[src/rtl/even_parity_frame_rx.sv]
// Serial receiver for start / DATA_W data (LSB first) / even parity / stop frames.
// One bit per clk when bit_en is high; delivers the word with parity/framing flags and a saturating error count.
module even_parity_frame_rx #(
  parameter int unsigned DATA_W    = 8,
  parameter int unsigned ERR_CNT_W = 8
) (
  input  logic                 clk,
  input  logic                 rst,
  input  logic                 bit_en,
  input  logic                 din,
  input  logic                 err_clr,
  output logic [DATA_W-1:0]    dout,
  output logic                 dout_valid,
  output logic                 parity_err,
  output logic                 frame_err,
  output logic [ERR_CNT_W-1:0] err_cnt,
  output logic                 busy
);

  localparam int unsigned CNT_W = (DATA_W > 1) ? $clog2(DATA_W) : 1;

  typedef enum logic [1:0] {
    S_IDLE   = 2'd0,
    S_DATA   = 2'd1,
    S_PARITY = 2'd2,
    S_STOP   = 2'd3
  } state_t;

  state_t              r_state;
  logic [DATA_W-1:0]   r_shreg;
  logic [CNT_W-1:0]    r_cnt;
  logic                r_par;
  logic                r_perr;
  logic                r_stop;
  logic                r_upd;

  logic                w_last_bit;
  logic                w_frame_bad;
  logic                w_err_sat;

  assign w_last_bit  = (r_cnt == CNT_W'(DATA_W - 1));
  assign w_frame_bad = r_perr | ~r_stop;
  assign w_err_sat   = &err_cnt;

  // Receive FSM: advances only on bit_en; r_upd requests the output update one edge after the stop bit.
  always_ff @(posedge clk) begin
    if (rst) begin
      r_state <= S_IDLE;
      r_shreg <= '0;
      r_cnt   <= '0;
      r_par   <= 1'b0;
      r_perr  <= 1'b0;
      r_stop  <= 1'b0;
      r_upd   <= 1'b0;
      busy    <= 1'b0;
    end else begin
      r_upd <= 1'b0;
      if (bit_en) begin
        case (r_state)
          S_IDLE: begin
            if (!din) begin
              r_state <= S_DATA;
              r_cnt   <= '0;
              r_par   <= 1'b0;
              busy    <= 1'b1;
            end
          end
          S_DATA: begin
            r_shreg <= {din, r_shreg[DATA_W-1:1]};
            r_par   <= r_par ^ din;
            r_cnt   <= r_cnt + CNT_W'(1);
            if (w_last_bit) begin
              r_state <= S_PARITY;
            end
          end
          S_PARITY: begin
            r_perr  <= r_par ^ din;
            r_state <= S_STOP;
          end
          S_STOP: begin
            r_stop  <= din;
            r_upd   <= 1'b1;
            r_state <= S_IDLE;
            busy    <= 1'b0;
          end
          default: begin
            r_state <= S_IDLE;
            busy    <= 1'b0;
          end
        endcase
      end
    end
  end

  // Output update is independent of bit_en, so the valid pulse always lasts exactly one cycle.
  always_ff @(posedge clk) begin
    if (rst) begin
      dout       <= '0;
      dout_valid <= 1'b0;
      parity_err <= 1'b0;
      frame_err  <= 1'b0;
    end else begin
      dout_valid <= r_upd;
      if (r_upd) begin
        dout       <= r_shreg;
        parity_err <= r_perr;
        frame_err  <= ~r_stop;
      end
    end
  end

  // Saturating error count; a clear overrides a same-cycle increment.
  always_ff @(posedge clk) begin
    if (rst) begin
      err_cnt <= '0;
    end else if (err_clr) begin
      err_cnt <= '0;
    end else if (r_upd && w_frame_bad && !w_err_sat) begin
      err_cnt <= err_cnt + ERR_CNT_W'(1);
    end
  end

endmodule
[config.mk]
export PLATFORM = sky130hd
export DESIGN_NAME = even_parity_frame_rx
export DESIGN_NICKNAME = d
export VERILOG_FILES = /design/src/rtl/even_parity_frame_rx.sv
export SDC_FILE = /design/constraint.sdc
export NUM_CORES = 1
export LEC_CHECK = 0
export ABC_CLOCK_PERIOD_IN_PS = 3500
export CORE_MARGIN = 2
export CORE_UTILIZATION = 45
export CTS_CLUSTER_SIZE = 20
export DETAILED_ROUTE_END_ITERATION = 8
export PLACE_DENSITY = 0.68
export REMOVE_ABC_BUFFERS = 1
export SYNTH_ARGS = -nofsm -noshare
export SYNTH_HDL_FRONTEND = slang
export SYNTH_SLANG_ARGS = --single-unit
[constraint.sdc]
create_clock -name clk -period 3.5 [get_ports clk]
set_input_delay 1.05 -clock clk [delete_from_list [all_inputs] [get_ports clk]]
set_output_delay 1.05 -clock clk [all_outputs]
set_load 0.05 [all_outputs]
# Word level (Yosys, flattened, before mapping)
# Cells that the tools add are included.
dict set report word_totals {
  register_bits 37
}
dict set report classes {
  add_sub_neg 2
  n_eq_ne 6
  mux 10
  bitwise 4
  n_reduce_logical 15
}
# cell count
set op_table {}
lappend op_table {{AND reduction 3 bit} 3}
lappend op_table {{adder 8 x 1 -> 8 bit, second input constant} 1}
lappend op_table {{case mux 2 bit (4 select lines)} 1}
lappend op_table {{AND reduction 8 bit} 1}
lappend op_table {{case mux 3 bit (2 select lines)} 1}
lappend op_table {{AND reduction 2 bit} 3}
lappend op_table {{== test 2 bit, second input constant} 2}
lappend op_table {{two-way mux 2 bit} 2}
lappend op_table {{inequality test 2 bit, second input constant} 2}
lappend op_table {{case mux 1 bit (2 select lines)} 2}
lappend op_table {{nonzero test 2 bit} 2}
lappend op_table {{OR reduction 2 bit} 2}
lappend op_table {{adder 3 x 1 -> 3 bit, second input constant} 1}
lappend op_table {{== test 3 bit, second input constant} 1}
lappend op_table {{two-way mux 1 bit} 3}
lappend op_table {{two-way mux 3 bit} 1}
lappend op_table {{== test 2 x 1 -> 1 bit, second input constant} 1}
lappend op_table {{logical AND 1 bit} 2}
lappend op_table {{zero test 2 bit} 1}
lappend op_table {{inverter 1 bit} 2}
lappend op_table {{zero test 1 bit} 1}
lappend op_table {{bitwise OR 1 bit} 1}
lappend op_table {{bitwise XOR 1 bit} 1}

# Longest topological paths before layout
dict set report logic_depth {
  depth_word 4
  ltp_mapped 6
  depth_no_buf 5
}

# Worst setup path before layout
# Ideal clock, no wire load.
dict set report synth_timing {
  path_type {input to register}
  startpoint {in bit_en}
  endpoint {reg r_state[0]}
  setup_ns 0.123
  arrival_ns 1.699
  t_required_ns 3.377
  path_slack_ns 1.678
  stages 4
  path_cell_list {buf_2 > a21bo_2 > nor4_1 > nor3_1}
}
dict set report synth_between {
  elab_chain_len 1
}
# item line
set synth_lines {}
lappend synth_lines {{from (decl)} 9} ;# input logic bit_en,
lappend synth_lines {{AND reduction 3 bit (no line)} --}
lappend synth_lines {{to (signal assigned)} 48} ;# r_state <= S_IDLE;
lappend synth_lines {{to (signal assigned)} 62} ;# r_state <= S_DATA;
lappend synth_lines {{to (signal assigned)} 73} ;# r_state <= S_PARITY;
lappend synth_lines {{to (decl)} 29} ;# state_t r_state;
# Every way passes these cells.
# A chain may end at the register's enable or synchronous reset.

# Worst setup path in the final report
dict set report layout_timing {
  startpoint {reg err_cnt[2]}
  endpoint {out err_cnt[2]}
}
# item line
set layout_rtl {}
lappend layout_rtl {{from (decl)} 16} ;# output logic [ERR_CNT_W-1:0] err_cnt,
lappend layout_rtl {{from (signal assigned)} 119} ;# err_cnt <= err_cnt + ERR_CNT_W'(1);
# No word-level cell between the ends.

==> metrics.md <==
| Metric | Value |
|---|---|
| Mapped Area | `0.00168 sq mm` |
| Main synth FF type | `dfxtp_1` |
| Final setup TNS | `0 ns` |
| Num ports | `25` |
| Net Sw Frac | `25.1%` |
| Count of cell types in the netlist | `41` |
| TritonRoute pass-1 iters | `4` |
| Clk_skew | `0.00630 ns` |
| Internal power | `0.609 mW` |
| First-pass GRT wire length | `5960 um` |
| Post-CTS Hold Buffers | `0` |
| Synth warn | `0` |
| Placed Cells | `243` |
| Part of the power in the clock network | `38.7%` |
| Status | `finished clean` |
| Mean post-synth cell area | `9.33 sq um` |
| Port Buffer Count | `24` |
| Critical-path top delay cell | `clkdlybuf4s50_1` |
| Post-cts gate resize count | `0` |
| Post-route ant nets | `0` |
| RSZ-0062 raised after global routing | `no` |
| Critical path peak fanout | `8` |
| R2R setup slack | `1.77 ns` |
| Yosys reg bits | `37` |
| Pwr dens | `400 mW/mm^2` |
| Sw power | `0.204 mW` |
| Commonest non-fill, non-tap cell in the layout | `dfxtp_1` |
| Vias in the first global route | `1,292` |
| Final wirelength | `3380 um` |
| Commonest non-fill, non-tap cells in the layout | `dfxtp_1, clkdlybuf4s50_1, a21oi_1` |
| Die W | `65.1 um` |
| Crit-path max cell delay | `0.85 ns` |
| DR iter-0 viols | `98` |
| Die ar. | `0.00424 sq mm` |
| CTS Buf Count | `5` |
| Final core occ | `55.9%` |
| Final net count | `214` |
| P&R area growth vs syn | `21.0%` |
| Fillers | `344` |
| Mapped Cells | `180` |
| # rows | `22` |
| Gr usage total | `18.3%` |
| DR vias/cell | `5.44` |
| Dpl hpwl | `2400 um` |
| Fin cells | `251` |
| Crit path DAT | `1.61 ns` |
| Worst Hold Class | `reg2reg` |
| Clock-pin slew on the worst setup and hold paths | `0.08 ns` |
| Crit end category | `output port` |
| DRC errors left | `0` |
| Clk_lat worst skew | `0.29 ns` |
| FF+latch area | `741 sq um` |
| Crit path launch type | `flip-flop` |
| Worst R2R Path Depth | `5` |
| Slew Viols, Final | `0` |
| GRT overflow | `0` |
| Kind of critical path | `reg2out` |
| WHS Path Cells | `2` |
| Largest net degree at the start of global routing | `30` |
| Sequential Power Share | `53.0%` |
| Clock tree sinks | `37` |
| WL/cell | `13.4 um` |
| Final Hold Vio Count | `0` |
| Initial antenna violation count | `0` |
| GP Congestion | `0.736` |
| Clock Tree Root | `clkbuf_8` |
| Delay-heaviest family, CP | `buffers and inverters` |
| Yosys top cell area share | `44.1%` |
| Combinational share of power | `8.3%` |
| Leak | `0.673 nW` |
| Die height | `65.1 um` |
| CTS tree | `done` |
| Final Cell Area | `0.00203 sq mm` |
| Worst path cell trace | `clkdlybuf4s50_1` |
| Crit path required time | `2.45 ns` |
| Max VDD drop | `0.000200 V` |
| Share of cells above drive strength 1 | `9.36%` |
| Least-Margin Pin Slew | `0.806 ns` |
| Post-CTS setup buffer count | `0` |
| Area contributors post-synth | `dfxtp_1, mux2i_1, ha_1` |
| Final Cycle Share | `75.9%` |
| Crit. path cell count | `1` |
| Total number of vias | `1,365` |
| Fmax achieved | `376 MHz` |
| CTS max path bufs | `2` |
| # setup viols final | `0` |
| Number of synthesized flops with an enable pin | `0` |
| Synth area leader | `dfxtp_1` |
| Maximum capacitance violations | `0` |
| Core area | `0.00363 sq mm` |
| Async set-or-reset flop fraction in the synthesized netlist | `0%` |
| Post-synthesis sequential area ratio | `44.1%` |
| Multi-input gate area | `868 sq um` |
| CTS H-Tree Depth | `2` |
| Worst slew margin | `46.2%` |
| Placed Area | `0.00194 sq mm` |
| Final antenna diode count | `0` |
| Worst path bufs/invs | `1` |
| Starting Density | `46.2%` |
| Tmin final | `2.66 ns` |
## metrics by stage
step                hold WS (ns)  power (mW)  setup WS (ns)
floorplan                  0.430       0.481           1.76
global placement           0.460       0.505          0.908
detailed placement         0.469       0.508          0.819
CTS                        0.481       0.820          0.844
global route               0.505       0.847          0.797
finish                     0.477       0.813          0.844
## cells in the mapped netlist, types with 2 or more instances
| cell type | number |
|---|---|
| a2111oi_0 | 2 |
| a211oi_1 | 5 |
| a21oi_1 | 17 |
| a311oi_1 | 3 |
| a41oi_1 | 3 |
| and3_1 | 3 |
| buf_2 | 8 |
| dfxtp_1 | 37 |
| ha_1 | 7 |
| inv_1 | 4 |
| mux2i_1 | 12 |
| nand2_1 | 15 |
| nand2b_1 | 2 |
| nand3_1 | 14 |
| nand3b_1 | 2 |
| nor2_1 | 14 |
| nor2b_1 | 3 |
| nor3_1 | 2 |
| nor4_1 | 2 |
| o21ai_1 | 3 |
| or3_1 | 2 |
## sequential cells by signal (all words and copies together) (netlist names), 2 cells and up
| signal | count |
|---|---|
| r_shreg | 8 |
| r_state | 2 |
| r_cnt | 3 |
| err_cnt | 8 |
| dout | 8 |
## cells by family (layout without fill, tap and decap cells)
kind of cell,Yosys count,in the layout,share of synthesized area (%)
buf+inv,15,38,4.17
fa+ha+maj,7,7,5.22
xor+xnor,1,1,0.522
simple gates,66,66,20.1
flops,37,37,44.1
mux,12,12,7.15
compound gates,42,42,18.7
## final cells by class
class                   count  share of cell area, %
repair buffers             25                   12.2
clock inverters             2                  0.677
multi-input cells         128                   42.7
well taps                  48                   2.96
inverters                   5                  0.924
flip-flops and latches     37                   36.5
clock buffers               6                   4.06
## worst paths after layout
kind                   start         end
setup reg to reg  r_state[1]       r_par
hold reg to reg   r_shreg[4]  r_shreg[4]
setup / recovery  err_cnt[2]  err_cnt[2]
hold / removal    r_shreg[4]  r_shreg[4]
## power by group through the flow
stage | registers (mW) | logic (mW) | clock network, mW
floorplan | 0.444 | 0.0369 | 0
global placement | 0.440 | 0.0645 | 0
detailed placement | 0.441 | 0.0677 | 0
CTS | 0.431 | 0.0678 | 0.321
global route | 0.432 | 0.0754 | 0.340
finish | 0.431 | 0.0676 | 0.315
## routing by layer
layer	part of all wire, %	track usage, %
met1	47	22.5
met2	48	29.6
met3	3.5	4.86
met4	2.1	9.11
met5	0	0
Power figures use the tool's default switching activity.
